$ cat src/rtl/clockbox_pkg.sv
// Shared definitions for the clock time-of-day controller.
//   set_state_t : controller state. The encoding is also the field_sel output
//                 (0 = none/RUN, 1 = hours, 2 = minutes, 3 = seconds).
//   DEF_*       : default field width and per-field wrap limits.
package clockbox_pkg;

  typedef enum logic [1:0] {
    RUN         = 2'd0,
    SET_HOURS   = 2'd1,
    SET_MINUTES = 2'd2,
    SET_SECONDS = 2'd3
  } set_state_t;

  localparam int DEF_FIELD_W  = 6;
  localparam int DEF_HOUR_MAX = 23;
  localparam int DEF_MIN_MAX  = 59;
  localparam int DEF_SEC_MAX  = 59;

endpackage

$ cat src/rtl/Register.sv
// Generic enabled storage register with synchronous active-high reset to 0.
//   clk   : clock, state updates on posedge
//   reset : synchronous, active-high; clears q to 0
//   en    : load enable; q holds when low
//   d     : data in (WIDTH)
//   q     : data out (WIDTH)
module Register #(
  parameter int WIDTH = 8
) (
  input  logic             clk,
  input  logic             reset,
  input  logic             en,
  input  logic [WIDTH-1:0] d,
  output logic [WIDTH-1:0] q
);

  always_ff @(posedge clk) begin
    if (reset) begin
      q <= '0;
    end else if (en) begin
      q <= d;
    end
  end

endmodule

$ cat src/rtl/wrap_step.sv
// Combinational modulo step of one time field.
//   value      : current field value (0..max_value)
//   max_value  : last legal value; increment from here wraps to 0
//   inc        : request +1
//   dec        : request -1 (0 wraps to max_value)
//   next_value : stepped value; inc and dec together cancel to no change
module wrap_step #(
  parameter int WIDTH = 6
) (
  input  logic [WIDTH-1:0] value,
  input  logic [WIDTH-1:0] max_value,
  input  logic             inc,
  input  logic             dec,
  output logic [WIDTH-1:0] next_value
);

  always_comb begin
    next_value = value;
    if (inc && !dec) begin
      next_value = (value == max_value) ? '0 : value + WIDTH'(1);
    end else if (dec && !inc) begin
      next_value = (value == '0) ? max_value : value - WIDTH'(1);
    end
  end

endmodule

$ cat src/rtl/time_set_controller.sv
// Time-of-day controller: owns the hh:mm:ss registers, counts them from a
// 1 Hz tick in RUN, and lets the user adjust one field at a time in the
// SET_* states with inc/dec buttons (modulo wrap).
//   clock      : system clock, all state on posedge
//   reset      : synchronous, active-high
//   tick_1hz   : one-cycle pulse once per second
//   mode_btn   : debounced level; rising edge advances the state
//   inc_btn    : debounced level; rising edge increments the selected field
//   dec_btn    : debounced level; rising edge decrements the selected field
//   hours      : current hours   (FIELD_W)
//   minutes    : current minutes (FIELD_W)
//   seconds    : current seconds (FIELD_W)
//   set_active : 1 in any SET_* state
//   field_sel  : current state encoding (0 none, 1 hours, 2 minutes, 3 seconds)
//   blink      : blanking phase of the selected field, toggled by tick in SET_*
module time_set_controller
  import clockbox_pkg::*;
#(
  parameter int FIELD_W  = DEF_FIELD_W,
  parameter int HOUR_MAX = DEF_HOUR_MAX,
  parameter int MIN_MAX  = DEF_MIN_MAX,
  parameter int SEC_MAX  = DEF_SEC_MAX
) (
  input  logic               clock,
  input  logic               reset,
  input  logic               tick_1hz,
  input  logic               mode_btn,
  input  logic               inc_btn,
  input  logic               dec_btn,
  output logic [FIELD_W-1:0] hours,
  output logic [FIELD_W-1:0] minutes,
  output logic [FIELD_W-1:0] seconds,
  output logic               set_active,
  output logic [1:0]         field_sel,
  output logic               blink
);

  localparam logic [FIELD_W-1:0] HOUR_LIM = FIELD_W'(HOUR_MAX);
  localparam logic [FIELD_W-1:0] MIN_LIM  = FIELD_W'(MIN_MAX);
  localparam logic [FIELD_W-1:0] SEC_LIM  = FIELD_W'(SEC_MAX);

  set_state_t state;

  // Button history resets to 1 so a button held through reset yields no
  // edge until it is released and pressed again.
  logic mode_prev, inc_prev, dec_prev;
  logic mode_edge, inc_edge, dec_edge;

  always_ff @(posedge clock) begin
    if (reset) begin
      mode_prev <= 1'b1;
      inc_prev  <= 1'b1;
      dec_prev  <= 1'b1;
    end else begin
      mode_prev <= mode_btn;
      inc_prev  <= inc_btn;
      dec_prev  <= dec_btn;
    end
  end

  assign mode_edge = mode_btn & ~mode_prev;
  assign inc_edge  = inc_btn  & ~inc_prev;
  assign dec_edge  = dec_btn  & ~dec_prev;

  // Per-field step requests. In RUN the tick drives the full carry chain in
  // one cycle (and a coincident mode edge does not suppress it). In SET_*
  // a mode edge drops any inc/dec seen in the same cycle.
  logic hr_inc, hr_dec, min_inc, min_dec, sec_inc, sec_dec;

  always_comb begin
    hr_inc  = 1'b0;
    hr_dec  = 1'b0;
    min_inc = 1'b0;
    min_dec = 1'b0;
    sec_inc = 1'b0;
    sec_dec = 1'b0;
    if (state == RUN) begin
      if (tick_1hz) begin
        sec_inc = 1'b1;
        min_inc = (seconds == SEC_LIM);
        hr_inc  = (seconds == SEC_LIM) && (minutes == MIN_LIM);
      end
    end else if (!mode_edge) begin
      case (state)
        SET_HOURS: begin
          hr_inc = inc_edge;
          hr_dec = dec_edge;
        end
        SET_MINUTES: begin
          min_inc = inc_edge;
          min_dec = dec_edge;
        end
        SET_SECONDS: begin
          sec_inc = inc_edge;
          sec_dec = dec_edge;
        end
        default: ;
      endcase
    end
  end

  logic [FIELD_W-1:0] hr_next, min_next, sec_next;

  wrap_step #(.WIDTH(FIELD_W)) u_hr_step (
    .value(hours), .max_value(HOUR_LIM), .inc(hr_inc), .dec(hr_dec),
    .next_value(hr_next)
  );
  wrap_step #(.WIDTH(FIELD_W)) u_min_step (
    .value(minutes), .max_value(MIN_LIM), .inc(min_inc), .dec(min_dec),
    .next_value(min_next)
  );
  wrap_step #(.WIDTH(FIELD_W)) u_sec_step (
    .value(seconds), .max_value(SEC_LIM), .inc(sec_inc), .dec(sec_dec),
    .next_value(sec_next)
  );

  // Enable only when exactly one of inc/dec is requested; both together is
  // a no-change case, so the register is simply not loaded.
  Register #(.WIDTH(FIELD_W)) u_hours_reg (
    .clk(clock), .reset(reset), .en(hr_inc ^ hr_dec), .d(hr_next), .q(hours)
  );
  Register #(.WIDTH(FIELD_W)) u_minutes_reg (
    .clk(clock), .reset(reset), .en(min_inc ^ min_dec), .d(min_next), .q(minutes)
  );
  Register #(.WIDTH(FIELD_W)) u_seconds_reg (
    .clk(clock), .reset(reset), .en(sec_inc ^ sec_dec), .d(sec_next), .q(seconds)
  );

  // Mode FSM and blink phase. Every mode edge lands either in RUN or on
  // entry to a SET_* state, and both require blink = 0.
  always_ff @(posedge clock) begin
    if (reset) begin
      state <= RUN;
      blink <= 1'b0;
    end else if (mode_edge) begin
      blink <= 1'b0;
      case (state)
        RUN:         state <= SET_HOURS;
        SET_HOURS:   state <= SET_MINUTES;
        SET_MINUTES: state <= SET_SECONDS;
        SET_SECONDS: state <= RUN;
        default:     state <= RUN;
      endcase
    end else if (state == RUN) begin
      blink <= 1'b0;
    end else if (tick_1hz) begin
      blink <= ~blink;
    end
  end

  assign field_sel  = state;
  assign set_active = (state != RUN);

endmodule

$ cat config.mk
export PLATFORM = sky130hd
export DESIGN_NAME = time_set_controller
export DESIGN_NICKNAME = d
export VERILOG_FILES = /design/src/rtl/clockbox_pkg.sv /design/src/rtl/Register.sv /design/src/rtl/wrap_step.sv /design/src/rtl/time_set_controller.sv
export SDC_FILE = /design/constraint.sdc
export NUM_CORES = 1
export LEC_CHECK = 0
export ABC_AREA = 1
export CAP_MARGIN = 10
export CORE_UTILIZATION = 57
export CTS_CLUSTER_DIAMETER = 80
export DETAILED_ROUTE_END_ITERATION = 16
export DONT_BUFFER_PORTS = 1
export GPL_ROUTABILITY_DRIVEN = 0
export GPL_TIMING_DRIVEN = 0
export PLACE_DENSITY = 0.75
export SYNTH_ARGS = -nofsm -noshare
export SYNTH_HDL_FRONTEND = slang
export SYNTH_SLANG_ARGS = --single-unit
export TNS_END_PERCENT = 30
$ cat constraint.sdc
create_clock -name clock -period 2.19 [get_ports clock]
set_clock_uncertainty 0.2 [all_clocks]
set_input_delay 0.438 -clock clock [delete_from_list [all_inputs] [get_ports clock]]
set_output_delay 0.438 -clock clock [all_outputs]
set_load 0.02 [all_outputs]
==> metrics.txt, run 1 <==
status=finished clean; Net Switching=0.347 mW; pwr/cell area=489 mW/mm²; Residual DRC=0; clk_lat worst skew=approximately 0.33 ns; kind of critical path=reg -> reg; drt total wl=4410 µm; crit-path cells=clkinvlp_4 > ha_4 > nor2_4 > a32o_1 > ha_2 > inv_2 > o21ai_0 > a31oi_1; Core Rows=20; Final setup viols=0; number of clock buffers inserted by TritonCTS=3; die width=~61 µm; fmax=470 MHz; Synth Register Bits=24; core area=between 0.003 and 0.004 mm²; chip height=60.8 µm; Antenna diodes=0; DP HPWL=slightly above 3000 µm; final worst slack=0.0629 ns; CP Max Fanout=7; MaxCap Viol Count=0; Final Hold Violating Endpoints=0; CTS tree=built; fraction of registers with async set/reset=0; via count=1858; fill count=284; Peak VDD IR=between 0.2 and 0.3 mV; layout cells sized above 1=0.201; Critical Path RT=2.24 ns; Worst Path Buf+Inv=2; post-synth top area cell=dfxtp_1; Post-synth EDFFs=0; first-pass GRT wire length=roughly 7000 µm; CTS clk-pin slew, worst paths=0.15 ns; vias per cell=roughly 5.6; ys flop type=dfxtp_1; LEAKAGE=about 1 nW; Overall Global Routing Usage=0.251; CP max-delay cell=dfxtp_4; CP Capture Type=flip-flop; antenna violations before repair=0; DR pass1 iterations=5; worst hold stages=3; Layout area overhead=12.8%; syn nets=about 300; final core utilization=0.705; pin count of the biggest net entering global routing=15; Crit path depth=8; Worst Tran Pin Value=0.441 ns; Gate power share=0.228; Syn. warnings=0; Setup Total Neg Slack=0 ns; area share of the leading cell type in the synthesized netlist=0.244; Net Sw Frac=0.319; CTS max path bufs=2; Net count, final=313; root buffer cell=clkbuf_4; CP top delay family=adder cells; Netlist cell types=33; Worst Path Arrival=2.18 ns; sequential area share after synthesis=0.244; die area=approximately 0.0037 mm²; 1st-iter DRT viols=between 150 and 200; Setup crit start kind=flip-flop; fin crit share=0.971; IO Port Bufs=0; number of global-route vias before repair=about 1600; Max transition margin=0.706; post-place setup slack=-0.338 ns; Final ANT Viol Nets=0; hold slack=approximately 0.08 ns; Clk pwr share=0.308; sequential cell fraction of total power=0.465; Syn Std Cell Area=0.00197 mm²; # clock sinks=24; R2R cell count=8; Pins Over Slew Limit=0; Starting Density=0.625; I/O pin cnt=28; Hold WC Path Type=in -> reg; synth top area cells=dfxtp_1 24%, ha_1 11%, nand3_1 9.4%; slowest stage delay, CP=between 0.4 and 0.5 ns; Synth Instances=between 200 and 300; Avg Synthesized Cell Area=7.08 µm²; GRT Residual Overflow=0; Routed WL per cell=13.2 µm; htree depth=1; Int Pwr=0.740 mW; crit path time final=2.13 ns
==> cell usage in the layout, fill, tap and decap left out, drive strengths merged <==
cell type / netlist / final
clkinv: 1 / 1
xnor2: 3 / 3
dlygate4sd3: 0 / 3
a211oi: 1 / 1
xor2: 10 / 10
buf: 7 / 11
ha: 17 / 17
inv: 46 / 45
o21ai: 24 / 24
dfxtp: 24 / 24
a31oi: 2 / 2
nand4: 6 / 6
a32o: 1 / 1
nand3: 40 / 40
clkbuf: 0 / 3
bufinv: 0 / 1
nor2: 20 / 20
o211ai: 2 / 2
or2: 1 / 1
a21oi: 26 / 26
nand2: 44 / 44
nor3: 3 / 3
clkinvlp: 0 / 1
==> worst min-delay path, stage by stage <==
cell     delay (ns)
a21oi_1        0.04
o21ai_0        0.06
nor3_1         0.05
==> per-stage QoR <==
step | cells | power (mW) | instance area, µm²
floorplan | 278 | 0.703 | 1970
detailed placement | 322 | 0.743 | 2030
CTS | 332 | 1.08 | 2170
global route | 333 | 1.13 | 2220
finish | 333 | 1.09 | 2220
global placement | 322 | 0.739 | 2030
==> registers in the layout, summed over array words and instances, names as in the netlist <==
name and count:
blink 1, dec_prev 1, field_sel 2, inc_prev 1
mode_prev 1, u_hours_reg.q 6, u_minutes_reg.q 6, u_seconds_reg.q 6
==> final timing paths <==
| kind | to | startpoint | slack, ns |
|---|---|---|---|
| setup reg to reg | u_seconds_reg.q[0]$_SDFFE_PP0P_ | field_sel[0]$_SDFFE_PP0P_ | 0.06 |
| setup / recovery | u_seconds_reg.q[0]$_SDFFE_PP0P_ | field_sel[0]$_SDFFE_PP0P_ | 0.06 |
| hold reg to reg | u_minutes_reg.q[0]$_SDFFE_PP0P_ | u_minutes_reg.q[0]$_SDFFE_PP0P_ | 0.43 |
| hold / removal | blink$_SDFFE_PP0P_ | tick_1hz | 0.08 |
==> Yosys cell counts, types with 3 or more instances <==
cell type	instances
nor2_4	4
xor2_1	10
o21ai_1	5
dfxtp_1	24
nor2_1	10
nand3_1	37
nor2_2	5
nand2_1	42
inv_1	42
inv_2	4
buf_6	3
a21oi_1	26
ha_1	17
xnor2_1	3
nand4_1	3
o21ai_0	19
==> layout make-up <==
cell class | count | area (µm²) | share of cell area
inverters | 47 | 183 | 0.0822
clock buffers | 3 | 22.5 | 0.0101
flip-flops and latches | 24 | 504 | 0.227
well taps | 44 | 55.1 | 0.0248
repair buffers | 7 | 60.1 | 0.0270
multi-input cells | 200 | 1310 | 0.589
clock inverters | 1 | 30.0 | 0.0135
plain buffers | 7 | 58.8 | 0.0265
==> routing by layer <==
metal	GRT usage	vias to the layer above	wire length (µm)
met5	0	-	0
met3	0.0384	4	239
met2	0.432	59	2210
met4	0.0584	0	29
met1	0.331	850	1930
li1	-	945	-
==> power by group through the flow <==
| stage | clock network, mW | registers [mW] | logic [mW] |
|---|---|---|---|
| 3_5_place_dp | 0 | 0.514 | 0.229 |
| 2_1_floorplan | 0 | 0.508 | 0.195 |
| 6_report | 0.334 | 0.505 | 0.248 |
| 3_3_place_gp | 0 | 0.514 | 0.225 |
| 5_1_grt | 0.352 | 0.509 | 0.273 |
| 4_1_cts | 0.340 | 0.502 | 0.238 |
==> cell families (layout without fill, tap and decap cells) <==
family	after synthesis	count (layout)	share of synthesized area
adders and majority gates	17	17	0.108
buffers and inverters	54	65	0.119
and+or+nand+nor	114	114	0.321
xor gates and xnor gates	13	13	0.0578
DFF	24	24	0.244
AOI/OAI and AO/OA	56	56	0.150
==> timing repair <==
item,4_1_cts,5_1_grt
hold buffers,3,0
endpoints found under the setup margin,18,17
buffers inserted,3,1
endpoints found under the hold margin,3,0
cloned,0,0
gates resized for setup,18,11
pin swaps,3,2
Power figures use the tool's default switching activity.
==> run 2: changes to the inputs <==
- CORE_MARGIN: not set -> 3
- CORE_UTILIZATION: 57 -> 53
- CTS_CLUSTER_SIZE: not set -> 25
- PLACE_DENSITY: 0.75 -> 0.71
==> run 2 against run 1 <==
- worst setup slack gained 0.072 ns
- via count shrank 6.4%
- worst hold slack lost 0.025 ns
- non-clock buffer count shrank 5
- clock-buffer cell count is the same
- first-iteration DRC count shrank 31%
- cell area shrank 0.68%
- fmax grew 3.5%
- global-route usage shrank 4.8 points
- cell count shrank 0.90%
- highest routed layer unchanged
==> metrics.txt, run 2 (synthesis results as in run 1) <==
core area=0.00347 mm²; hold path start=mode_btn; Peak VDD IR=slightly above 0.3 mV; Pins Over Slew Limit=0; most common cell after layout, fill and taps aside=nand2_1; most frequent cells in the layout=42 x nand2_1, 35 x inv_1, 35 x nand3_1, 26 x a21oi_1, 18 x o21ai_0; pwr/cell area=between 500 and 600 mW/mm²; Routed WL per cell=around 13 µm; Final Hold Violating Endpoints=0; die width=between 60 and 70 µm; fmax=487 MHz; layout cells sized above 1=0.211; status=finished clean; antenna violations before repair=0; htree depth=1; chip height=~67 µm; Worst Path Arrival=around 2 ns; drt total wl=between 4000 and 5000 µm; IO Port Bufs=0; Net count, final=around 310; clk_lat worst skew=roughly 0.27 ns; CTS clk-pin slew, worst paths=0.10 ns; 1st-iter DRT viols=around 130; placed insts=about 320; CP Max Fanout=6; via count=~1700; R2R cell count=13; vias per cell=5.27; kind of critical path=reg -> reg; Overall Global Routing Usage=0.203; # clock sinks=24; Final Non-Filler Cells=between 300 and 400; die area=between 0.004 and 0.005 mm²; number of clock buffers inserted by TritonCTS=3; GRT Residual Overflow=0; CTS tree=built; Max transition margin=0.703; worst hold stages=2; Antenna diodes=0; Final ANT Viol Nets=0; worst reg2reg setup slack=0.13 ns; Layout area overhead=12.1%; number of global-route vias before repair=between 1500 and 2000; CP Capture Type=flip-flop; Core Rows=21; Worst Tran Pin Value=about 0.44 ns; DP HPWL=~3100 µm; RR Endpoint=u_hours_reg.q[3]$_SDFFE_PP0P_; RR Startpoint=u_minutes_reg.q[0]$_SDFFE_PP0P_; Critical Path RT=~2.2 ns; Final setup viols=0; Regs by FF count=u_hours_reg.q (6), u_minutes_reg.q (6), u_seconds_reg.q (6); Hold EP=mode_prev$_SDFF_PP1_; DR pass1 iterations=4; RSZ-0062 raised after global routing=no; root buffer cell=clkbuf_8; Setup crit start kind=flip-flop; hold slack=~0.055 ns; first-pass GRT wire length=7200 µm; fin crit share=0.938; Hold WC Path Type=in -> reg; Residual DRC=0; final core utilization=0.636; MaxCap Viol Count=0; crit path time final=2.06 ns; I/O pin cnt=28; Starting Density=0.568; LEAKAGE=0.985 nW; pin count of the biggest net entering global routing=15; CTS max path bufs=2
-- run 2: how the worst max path moves through the flow --
stage | start | cells past startpoint | to
2_1_floorplan | u_minutes_reg.q[0]$_SDFFE_PP0P_ | 13 | u_hours_reg.q[5]$_SDFFE_PP0P_
3_3_place_gp | u_minutes_reg.q[0]$_SDFFE_PP0P_ | 13 | u_hours_reg.q[5]$_SDFFE_PP0P_
3_5_place_dp | u_minutes_reg.q[0]$_SDFFE_PP0P_ | 13 | u_hours_reg.q[5]$_SDFFE_PP0P_
4_1_cts | u_seconds_reg.q[1]$_SDFFE_PP0P_ | 13 | u_hours_reg.q[5]$_SDFFE_PP0P_
5_1_grt | u_minutes_reg.q[0]$_SDFFE_PP0P_ | 13 | u_hours_reg.q[3]$_SDFFE_PP0P_
6_report | u_minutes_reg.q[0]$_SDFFE_PP0P_ | 13 | u_hours_reg.q[3]$_SDFFE_PP0P_
-- run 2: final cells by class --
class / instances / area (µm²)
Multi-Input combinational cell: 200 / 1320
Sequential cell: 24 / 505
Inverter: 47 / 181
Clock inverter: 1 / 30.0
Tap cell: 46 / 57.6
Timing Repair Buffer: 2 / 15.0
Buffer: 7 / 58.8
Clock buffer: 3 / 41.3
Fill cell: 335 / 1260
-- run 2: metrics by stage --
| step | TNS [ns] | instance area [µm²] | setup slack [ns] | total power [mW] |
|---|---|---|---|---|
| final | 0 | 2210 | 0.135 | 1.15 |
| after global routing | 0 | 2210 | 0.000129 | 1.21 |
| after global placement | -3.53 | 2030 | -0.300 | 0.742 |
| after CTS | 0 | 2160 | 0.00403 | 1.15 |
| after detailed placement | -3.37 | 2030 | -0.296 | 0.745 |
| after floorplan | 0 | 1970 | 0.00848 | 0.703 |
-- run 2: routing by layer --
layer	global-route usage	wire length (µm)	vias to the layer above
met3	0.0371	202	2
met2	0.345	1910	36
li1	-	-	927
met4	0.0456	24	0
met1	0.265	1990	774
met5	0	0	-
-- run 2: what timing repair did --
action,in CTS,in global routing
cloned,0,0
resized for setup,19,15
pin swaps,2,3
setup buffers,2,0
endpoints found under the setup margin,18,17
hold buffers,0,0
-- run 2: report_power, final --
part	leakage [nW]	internal, mW	switching, mW
clock network	0.0357	0.245	0.158
logic	0.748	0.0949	0.146
registers	0.201	0.455	0.0501
-- run 2: critical path, cell delays in order (launching register included) --
cell and delay (ns):
dfxtp_4 0.42, ha_1 0.22, nand3_1 0.10, nor2_2 0.18, inv_1 0.10, o21ai_2 0.17, ha_4 0.15, inv_1 0.06
nand2_2 0.08, inv_2 0.04, nand3_1 0.06, nand3_1 0.07, nand2_1 0.06, inv_1 0.03
==> run 3: changes to the inputs <==
- CORE_ASPECT_RATIO: not set -> 0.8
==> run 3 against run 2 <==
- worst setup slack better by 0.026 ns
- wire length down 0.22%
- flip-flop and latch count unchanged
- sequential share of layout area about the same
- sequential power about the same
- first-iteration DRC count down 21%
- register-to-register slack better by 0.03 ns
- clock-buffer cell count up 1
- global-route usage down 0.53 points
- combinational power about the same
- core utilization down 0.30 points
- critical endpoint is now u_hours_reg.q[2]$_SDFFE_PP0P_
- largest power group unchanged
==> metrics.txt, run 3 (synthesis results as in run 1) <==
worst reg2reg setup slack=roughly 0.16 ns; LEAKAGE=just under 1 nW; Antenna diodes=0; post-place setup slack=-0.329 ns; worst hold stages=2; Routed WL per cell=roughly 12 µm; most common cell after layout, fill and taps aside=nand2_1; GRT Residual Overflow=0; Regs by FF count=u_hours_reg.q (6), u_minutes_reg.q (6), u_seconds_reg.q (6); CTS max path bufs=2; Core Rows=19; Hold WC Path Type=in -> reg; CP Max Fanout=7; vias per cell=roughly 5.4; Hold EP=dec_prev$_SDFF_PP1_; placed insts=320; final worst slack=0.161 ns; Net count, final=about 310; first-pass GRT wire length=about 7000 µm; root buffer cell=clkbuf_8; Final Non-Filler Cells=between 300 and 400; layout cells sized above 1=0.222; number of clock buffers inserted by TritonCTS=3; htree depth=1; Worst Tran Pin Value=approximately 0.45 ns; RR Endpoint=u_hours_reg.q[2]$_SDFFE_PP0P_; IO Port Bufs=0; CP Capture Type=flip-flop; Starting Density=0.564; Final setup viols=0; area of the multi-input gates=between 0.001 and 0.0015 mm²; Max transition margin=0.701; Critical Path RT=about 2.2 ns; DP HPWL=3120 µm; 1st-iter DRT viols=100; hold buffer count at CTS=0; status=finished clean; Worst Path Arrival=2.03 ns; fin crit share=0.926; chip height=60.5 µm; kind of critical path=reg -> reg; die width=between 70 and 80 µm; clk_lat worst skew=about 0.27 ns; Placed Area=just over 0.002 mm²; RSZ-0062 raised after global routing=no; total power=1.05 mW; via count=between 1500 and 2000; CTS clk-pin slew, worst paths=roughly 0.09 ns; most frequent cells in the layout=42 x nand2_1, 36 x nand3_1, 35 x inv_1, 26 x a21oi_1, 18 x o21ai_0; Seq. cell area=approximately 510 µm²; antenna violations before repair=0; DR pass1 iterations=4; Residual DRC=0; Final ANT Viol Nets=0; Pins Over Slew Limit=0; core area=approximately 0.0035 mm²; final instance area=~0.0022 mm²; RR Startpoint=u_seconds_reg.q[3]$_SDFFE_PP0P_; # clock sinks=24; Overall Global Routing Usage=0.198; final core utilization=0.633; pin count of the biggest net entering global routing=14; Setup crit start kind=flip-flop; Final Hold Violating Endpoints=0; die area=0.00449 mm²; I/O pin cnt=28; number of global-route vias before repair=roughly 1600; drt total wl=between 4000 and 5000 µm; hold slack=around 0.064 ns; R2R cell count=9; origin of the worst setup path=u_seconds_reg.q[3]$_SDFFE_PP0P_; crit path time final=approximately 2 ns; hold path start=dec_btn; CTS tree=built; pwr/cell area=approximately 470 mW/mm²; Peak VDD IR=about 0.28 mV; MaxCap Viol Count=0; Layout area overhead=12.4%; Setup Total Neg Slack=0 ns; fill count=329; fmax=slightly below 500 MHz
run 3: repair_timing:
action / 4_1_cts / 5_1_grt
gates resized for setup: 19 / 15
pin swaps: 2 / 4
setup endpoints to repair: 18 / 17
buffers inserted: 4 / 2
run 3: power by group:
part / leakage (nW) / total [mW] / switching (mW) / internal (mW)
logic: 0.762 / 0.238 / 0.144 / 0.0944
registers: 0.201 / 0.504 / 0.0493 / 0.455
clock network: 0.0288 / 0.304 / 0.143 / 0.161
total: 0.992 / 1.05 / 0.336 / 0.710
run 3: worst max-delay path by stage:
stage / end / slack, ns / depth (start not counted)
floorplan: u_hours_reg.q[5]$_SDFFE_PP0P_ / 0.008 / 13
global placement: u_hours_reg.q[5]$_SDFFE_PP0P_ / -0.33 / 13
detailed placement: u_hours_reg.q[5]$_SDFFE_PP0P_ / -0.33 / 13
CTS: u_minutes_reg.q[3]$_SDFFE_PP0P_ / 0.004 / 8
global route: u_hours_reg.q[5]$_SDFFE_PP0P_ / 0.002 / 13
finish: u_hours_reg.q[2]$_SDFFE_PP0P_ / 0.16 / 9
run 3: final cells by class:
class | instances | share of cell area
clock buffers | 4 | 0.0249
flip-flops and latches | 24 | 0.229
well taps | 42 | 0.0237
repair buffers | 6 | 0.0204
multi-input cells | 200 | 0.595
plain buffers | 7 | 0.0266
inverters | 47 | 0.0808
run 3: critical path: stages, from the launching register on:
cell and delay (ns):
dfxtp_1 0.47, buf_6 0.20, nand2_4 0.06, nor2_4 0.12, nand3_1 0.10, o21ai_1 0.14, ha_2 0.34, inv_4 0.11
o21ai_0 0.08, a21oi_1 0.13
run 3: routing by layer:
metal,up-vias,wire [µm],part of all wire,global-route usage
met2,49,1780,0.43,0.303
met5,-,0,0,0
met4,0,43,0.010,0.0517
li1,932,-,-,-
met3,5,261,0.063,0.0414
met1,796,2030,0.49,0.284
